## src/rtl/fft_stream_pkg.sv

```systemverilog
// Shared types and default widths for the FFT stream host.
package fft_stream_pkg;

    localparam int unsigned DATA_WIDTH_DEF = 32;
    localparam int unsigned SAMPLE_W_DEF   = 16;
    localparam int unsigned IDX_W_DEF      = 12;

    typedef enum logic [2:0] {
        ST_IDLE,
        ST_SEND,
        ST_WAIT,
        ST_RECV,
        ST_DONE
    } host_fsm;

endpackage

```

## src/rtl/fft_stream_skid.sv

```systemverilog
// Two-entry valid/ready buffer between the source memory read port and the AR channel.
// The head entry drives o_data directly, so it only changes when the head is popped.
module fft_stream_skid
    import fft_stream_pkg::*;
#(
    parameter int unsigned W = SAMPLE_W_DEF
) (
    input  logic         i_clk,
    input  logic         i_rstn,
    input  logic         i_flush,
    input  logic         i_push,
    input  logic [W-1:0] i_data,
    input  logic         i_pop,
    output logic         o_valid,
    output logic [W-1:0] o_data,
    output logic [1:0]   o_count
);

    logic         v1;
    logic [W-1:0] e1;
    logic         pop_q;

    assign pop_q   = i_pop & o_valid;
    // Second entry is only ever occupied behind a valid head.
    assign o_count = {v1, o_valid & ~v1};

    // Head/second-entry update: refill the head from the second entry on pop.
    always_ff @(posedge i_clk or negedge i_rstn) begin
        if (!i_rstn) begin
            o_valid <= 1'b0;
            o_data  <= '0;
            v1      <= 1'b0;
            e1      <= '0;
        end else if (i_flush) begin
            o_valid <= 1'b0;
            v1      <= 1'b0;
        end else begin
            case ({i_push, pop_q})
                2'b10: begin
                    if (!o_valid) begin
                        o_data  <= i_data;
                        o_valid <= 1'b1;
                    end else begin
                        e1 <= i_data;
                        v1 <= 1'b1;
                    end
                end
                2'b01: begin
                    if (v1) begin
                        o_data <= e1;
                        v1     <= 1'b0;
                    end else begin
                        o_valid <= 1'b0;
                    end
                end
                2'b11: begin
                    if (v1) begin
                        o_data <= e1;
                        e1     <= i_data;
                    end else begin
                        o_data <= i_data;
                    end
                end
                default: ;
            endcase
        end
    end

endmodule

```

## src/rtl/fft_stream_host.sv

```systemverilog
// Host side of the FFT AXI bridge: streams N samples out on AR, drains N results from AW.
// Optional FFT_STREAM_CHECKSUM_EN adds o_checksum, the running sum of accepted results.
module fft_stream_host
    import fft_stream_pkg::*;
#(
    parameter int unsigned DATA_WIDTH = DATA_WIDTH_DEF,
    parameter int unsigned SAMPLE_W   = SAMPLE_W_DEF,
    parameter int unsigned IDX_W      = IDX_W_DEF
) (
    input  logic                  i_clk,
    input  logic                  i_rstn,
    input  logic                  i_start,
    input  logic [IDX_W-1:0]      i_samples_number,
    output logic                  o_busy,
    output logic                  o_done,
    output logic                  o_err,
    output logic                  o_src_rd,
    output logic [IDX_W-1:0]      o_src_addr,
    input  logic [SAMPLE_W-1:0]   i_src_data,
    output logic                  o_ARVALID,
    output logic [SAMPLE_W-1:0]   o_ARDATA,
    input  logic                  i_ARREADY,
    input  logic                  i_AWVALID,
    input  logic [DATA_WIDTH-1:0] i_AWDATA,
    output logic                  o_AWREADY,
    output logic                  o_res_wr,
    output logic [IDX_W-1:0]      o_res_addr,
    output logic [DATA_WIDTH-1:0] o_res_data
`ifdef FFT_STREAM_CHECKSUM_EN
    ,
    output logic [DATA_WIDTH-1:0] o_checksum
`endif
);

    host_fsm          state;
    logic [IDX_W-1:0] n_lat;
    logic [IDX_W-1:0] rd_cnt;
    logic [IDX_W-1:0] ar_cnt;
    logic [IDX_W-1:0] wr_cnt;
    logic             rd_pend;
    logic [1:0]       skid_count;
    logic [1:0]       credit;
    logic             ar_pop;
    logic             aw_xfer;
    logic             start_ok;

    assign ar_pop   = o_ARVALID & i_ARREADY;
    assign aw_xfer  = i_AWVALID & o_AWREADY;
    assign start_ok = (state == ST_IDLE) & i_start;

    // Slots committed after this cycle: in-flight read plus buffered samples minus the one leaving.
    assign credit     = 2'(rd_pend) + skid_count - 2'(ar_pop);
    // Read strobe is issued the same cycle a slot is known free, giving 1 sample/cycle.
    assign o_src_rd   = (state == ST_SEND) && (rd_cnt != n_lat) && (credit < 2'd2);
    assign o_src_addr = rd_cnt;

    fft_stream_skid #(.W(SAMPLE_W)) u_skid (
        .i_clk   (i_clk),
        .i_rstn  (i_rstn),
        .i_flush (start_ok),
        .i_push  (rd_pend),
        .i_data  (i_src_data),
        .i_pop   (i_ARREADY),
        .o_valid (o_ARVALID),
        .o_data  (o_ARDATA),
        .o_count (skid_count)
    );

    // Control FSM, counters and registered host outputs.
    always_ff @(posedge i_clk or negedge i_rstn) begin
        if (!i_rstn) begin
            state      <= ST_IDLE;
            n_lat      <= '0;
            rd_cnt     <= '0;
            ar_cnt     <= '0;
            wr_cnt     <= '0;
            rd_pend    <= 1'b0;
            o_busy     <= 1'b0;
            o_done     <= 1'b0;
            o_err      <= 1'b0;
            o_AWREADY  <= 1'b0;
            o_res_wr   <= 1'b0;
            o_res_addr <= '0;
            o_res_data <= '0;
`ifdef FFT_STREAM_CHECKSUM_EN
            o_checksum <= '0;
`endif
        end else begin
            o_done   <= 1'b0;
            o_res_wr <= 1'b0;
            rd_pend  <= o_src_rd;
            if (o_src_rd) begin
                rd_cnt <= rd_cnt + IDX_W'(1);
            end
            case (state)
                ST_IDLE: begin
                    if (i_start) begin
                        n_lat  <= i_samples_number;
                        rd_cnt <= '0;
                        ar_cnt <= '0;
                        wr_cnt <= '0;
                        o_busy <= 1'b1;
`ifdef FFT_STREAM_CHECKSUM_EN
                        o_checksum <= '0;
`endif
                        if (i_samples_number == '0) begin
                            o_err  <= 1'b1;
                            o_done <= 1'b1;
                            state  <= ST_DONE;
                        end else begin
                            o_err <= 1'b0;
                            state <= ST_SEND;
                        end
                    end
                end
                ST_SEND: begin
                    if (ar_pop) begin
                        ar_cnt <= ar_cnt + IDX_W'(1);
                        if (ar_cnt == n_lat - IDX_W'(1)) begin
                            state <= ST_WAIT;
                        end
                    end
                end
                ST_WAIT: begin
                    if (i_AWVALID) begin
                        o_AWREADY <= 1'b1;
                        state     <= ST_RECV;
                    end
                end
                ST_RECV: begin
                    if (aw_xfer) begin
                        o_res_wr   <= 1'b1;
                        o_res_addr <= wr_cnt;
                        o_res_data <= i_AWDATA;
                        wr_cnt     <= wr_cnt + IDX_W'(1);
`ifdef FFT_STREAM_CHECKSUM_EN
                        o_checksum <= o_checksum + i_AWDATA;
`endif
                        if (wr_cnt == n_lat - IDX_W'(1)) begin
                            o_AWREADY <= 1'b0;
                            o_done    <= 1'b1;
                            state     <= ST_DONE;
                        end
                    end
                end
                ST_DONE: begin
                    o_busy <= 1'b0;
                    state  <= ST_IDLE;
                end
                default: begin
                    state <= ST_IDLE;
                end
            endcase
        end
    end

endmodule
```

## config.mk

```make
export PLATFORM = sky130hd
export DESIGN_NAME = fft_stream_host
export DESIGN_NICKNAME = d
export VERILOG_FILES = /design/src/rtl/fft_stream_pkg.sv /design/src/rtl/fft_stream_skid.sv /design/src/rtl/fft_stream_host.sv
export SDC_FILE = /design/constraint.sdc
export NUM_CORES = 1
export LEC_CHECK = 0
export CORE_MARGIN = 10
export CORE_UTILIZATION = 46
export CTS_BUF_LIST = sky130_fd_sc_hd__clkbuf_8 sky130_fd_sc_hd__clkbuf_16
export DETAILED_ROUTE_END_ITERATION = 7
export PLACE_DENSITY = 0.81
export SLEW_MARGIN = 20
export SYNTH_ARGS = -nofsm -noshare
export SYNTH_HDL_FRONTEND = slang
export SYNTH_SLANG_ARGS = --single-unit
export TNS_END_PERCENT = 5
```

## constraint.sdc

```tcl
create_clock -name i_clk -period 6.85 [get_ports i_clk]
set_input_delay 1.0275 -clock i_clk [delete_from_list [all_inputs] [get_ports i_clk]]
set_output_delay 1.0275 -clock i_clk [all_outputs]
set_load 0.05 [all_outputs]
```

# After elaboration in Yosys (flattened, before gate mapping)
# Index checks and enable logic that the tools add are counted.
totals:
  out_inout_bits: 79
  in_bits: 65
  register_bits: 135
  word_cells: 116
classes:
  eq_ne: 22
  n_addsub: 6
  reduce_logical: 22
  muxes: 42
  bitwise_logic: 6
  n_lt_le_gt_ge: 1
ops:
  columns: ["cell", "count"]
  rows:
  - ["16-bit 2-to-1 mux", 5]
  - ["12-bit 2-to-1 mux", 6]
  - ["12-bit case mux with 2 select lines", 2]
  - ["16-bit case mux with 3 select lines", 1]
  - ["12-bit by 1-bit adder with 12-bit output (second input constant)", 3]
  - ["16-bit case mux with 2 select lines", 1]
  - ["12-bit == test", 2]
  - ["3-bit 2-to-1 mux", 7]
  - ["1-bit 2-to-1 mux", 14]
  - ["12-bit zero test", 1]
  - ["12-bit != test", 1]
  - ["2-bit != test (second input constant)", 6]
  - ["3-bit case mux with 4 select lines", 1]
  - ["4-bit AND reduction", 3]
  - ["12-bit by 1-bit subtractor with 12-bit output (second input constant)", 1]
  - ["1-bit case mux with 2 select lines", 5]
  - ["2-bit AND reduction", 5]
  - ["2-bit nonzero test", 5]
  - ["2-bit by 1-bit != test with 1-bit output (second input constant)", 4]
  - ["3-bit by 2-bit == test with 1-bit output (second input constant)", 2]
  - ["3-bit AND reduction", 2]
  - ["6-bit AND reduction", 1]
  - ["3-bit nonzero test", 2]
  - ["1-bit AND", 4]
  - ["12 further kinds", 15]

# Logic depth before layout (Yosys ltp)
depth:
  depth_word: 9
  depth_mapped: 10
  mapped_depth_nobuf: 9

# Modules after synthesis
# From an unflattened synthesis, not the netlist that was laid out.
unflattened:
  cells_unflattened: 639
  area_unflattened_um2: 6892.9
by_module_without_submodules:
  columns: ["module", "area_per_inst_um2", "cells_per_inst", "seq_area_each_um2", "instances"]
  rows:
  - ["fft_stream_host", 5197.5, 495, 2527.4, 1]
  - ["fft_stream_skid", 1695.4, 144, 850.8, 1]

# Worst setup path after synthesis
# OpenSTA, ideal clock, no wires.
synth_timing:
  path_kind: "in2out"
  from: "input i_ARREADY"
  to: "output o_src_rd"
  arrival_time_ns: 2.584
  required_time_ns: 5.822
  n_path_buf: 1
  path_slack_ns: 3.238
  path_stages: 7
  path_cell_list: "nand2_1 -> inv_1 -> ha_1 -> nor2b_1 -> xnor2_1 -> nor3_1 -> clkbuf_1"
synth_via:
  elab_chain_len: 4
synth_lines:
  columns: ["item", "line_no", "text"]
  rows:
  - ["from (decl)", "fft_stream_host.sv:22", "input logic i_ARREADY,"]
  - ["1-bit AND", "fft_stream_host.sv:47", "assign ar_pop = o_ARVALID & i_ARREADY;"]
  - ["2-bit by 1-bit subtractor with 2-bit output", "fft_stream_host.sv:52", "assign credit = 2'(rd_pend) + skid_count - 2'(ar_pop);"]
  - ["2-bit less-than comparator", "fft_stream_host.sv:54", "assign o_src_rd = (state == ST_SEND) && (rd_cnt != n_lat) && (credit < 2'd2);"]
  - ["1-bit logical AND", "fft_stream_host.sv:54", null]
  - ["to (decl)", "fft_stream_host.sv:17", "output logic o_src_rd,"]
# No other way between the ends.

# Worst setup path in the final report
# Ends and elaborated chain as after synthesis.

==> results.tsv <==
metric	value	unit
outcome	finished clean	
min_period	4.50	ns
nNetsFinal	825	
antenna_cells	0	
synth_cells	621	
first_pass_iters	5	
io_buffers	143	
synth_area_leaders	dfrtp_1 (51%), mux2_2 (10%), xnor2_1 (5.3%), xor2_1 (3.5%), nor2_1 (3.4%)	
cts_tree	done	
postLayoutCoreUtil	63.0	%
max_freq	222	MHz
cts_resized	0	
syn_nets	691	
initial_core_util	47.2	%
postCtsSetupRepairBufs	0	
clk_latency	0.42	ns
rsz0062_at_grt	false	
crit_arrival	3.48	ns
ys_ff_latch	135	
grt_usage	18.1	%
syn_to_final_growth	33.6	%
leakage	0.00376	uW
required	5.82	ns
drive_gt1_share	14.3	%
multi_input_area	0.00303	sq mm
regArea	0.00338	sq mm
wl_per_cell	18.6	um
hpwlAfterDp	12500	um
root_buffer	clkbuf_16	
dieHeight	140	um
synth-edff-count	0	
fillers	1063	
final-hold-violation-count	0	
grt_pass1_wl	29100	um
synthArstFlopShare	100	%
ctsHoldBuffers	0	
core-area	0.0139	sq mm
routed_wl	17600	um
cp-end-kind	primary output	
pin_count	144	
fin_setup_tns	0	ns
synthFlopType	dfrtp_1	
synth_area_per_cell	10.6	sq um
critPathKind	in -> out	
startpoint_type	input pin	
dieWidth	140	um
die_area	0.0195	sq mm
slew_headroom	39.1	%
hold_class	reg -> reg	
finalSetupViolCount	0	
irDropWorstVdd	0.000349	V
htreeDepth	4	
cap_violations	0	
ys_types	48	
drt_iter0_drc	377	
gp_congestion	0.860	
worst-path-max-fanout	13	
clock_sinks	135	
global_route.overflow_total	0	
routed_via_density	5.48	
grt_pass1_vias	5662	
power.density	451	mW/mm^2
grt_max_degree	71	
yosysMostFrequentCell	dfrtp_1	
synth_area_leader_cell	dfrtp_1	
path_clk_slew	0.06	ns
antenna_left	0	
vias	5192	
ys_top_cells_by_count	dfrtp_1 (135), mux2_2 (60), nor2_1 (59)	
synth_top_area_share	51.4	%
fin_crit_sh	65.8	%
fin_ws	2.35	ns
totalPowerFinal	3960	uW
grt_antenna_before_repair	0	
drc	0	
tightest_slew	0.910	ns
clk_path_buf_depth	2	
ys_seq_area_share	51.4	%
synthesis.yosys.warnings	0	
cts-buffers-inserted	17	
syn-cell-area	0.00657	sq mm
fin_skew	0.00587	ns
rows	43	
post-place-ws	2.36	ns
slew_viol_final	0	
==> cells by family after synthesis <==
kind of cell             Yosys count  synth area share (%)
AND/OR/NAND/NOR                  211                  15.9
flip-flops                       135                  51.4
AO/OA/AOI/OAI                     81                  6.98
multiplexers                      79                  13.2
XOR/XNOR                          66                  8.79
buffers and inverters             44                  2.85
adder cells (fa/ha/maj)            5                 0.952
==> sequential cells by signal (all words and copies together), names as in the netlist, 3 cells and up <==
register / cells
u_skid.o_data: 16
o_res_data: 32
u_skid.e1: 16
wr_cnt: 12
o_src_addr: 12
o_res_addr: 12
ar_cnt: 12
state: 3
n_lat: 12
==> per-layer routing <==
metal  share of wire, %  wire length [um]  track usage, %
met2                 49              8700            29.9
met4                1.3               228            5.54
met5                  0                 0               0
met3                9.5              1670            8.37
met1                 40              7040            20.3
==> final timing paths <==
path                                     to  slack, ns  cells past startpoint  startpoint
hold / removal                        o_err       0.48                      1       o_err
setup reg to reg                   state[2]       3.29                      9    n_lat[0]
max in group asynchronous     o_res_addr[8]       4.77                      2      i_rstn
min in group asynchronous  u_skid.o_data[9]       0.70                      1      i_rstn
hold reg to reg                       o_err       0.48                      1       o_err
setup / recovery                   o_src_rd       2.35                      9   i_ARREADY
==> cells in the final DEF (no fill, tap or decap), types with 2 or more instances in the layout <==
cell type,instances
xor2_1,26
nor2b_1,5
clkinv_4,3
a21o_1,2
mux2_2,60
ha_1,5
bufinv_16,4
clkbuf_16,17
nor3b_1,2
or3b_2,2
nand3_1,15
clkdlybuf4s50_1,142
clkinvlp_4,6
xnor2_1,40
nor3_1,11
nor2_1,57
and3_1,8
o211ai_1,3
buf_4,6
dfrtp_1,135
mux2i_1,19
o31ai_1,2
nand2_1,56
or3_1,12
nand2b_1,6
or4_4,2
o21ai_0,25
a31oi_1,4
nand4_1,17
a21oi_1,36
inv_1,11
nor4_1,5
a22oi_1,2
==> where the power goes <==
part	switching (uW)	internal, uW
combinational	1000	685
sequential	278	1020
clock	352	620
total	1630	2330
==> per-stage QoR <==
step,area (sq um),hold WS (ns),instances
finish,8780,0.483,948
floorplan,6570,0.479,621
CTS,8780,0.488,948
global placement,8140,0.472,916
detailed placement,8150,0.469,916
global route,8780,0.508,948
==> layout make-up <==
| type | instances | share of cell area, % |
|---|---|---|
| clock buffers | 18 | 5.00 |
| clock inverters | 14 | 2.28 |
| inverters | 11 | 0.470 |
| multi-input cells | 442 | 34.5 |
| flip-flops and latches | 135 | 38.5 |
| well taps | 180 | 2.56 |
| repair buffers | 148 | 16.7 |
==> worst max-delay path, cell delays in order <==
cell and delay, ns:
clkdlybuf4s50_1 0.45, nand2_1 0.21, inv_1 0.09, ha_1 0.30
nor2b_1 0.14, xnor2_1 0.08, nor3_1 0.13, buf_4 0.21
clkdlybuf4s50_1 0.84
No activity file was read; power rests on OpenSTA's default activity.
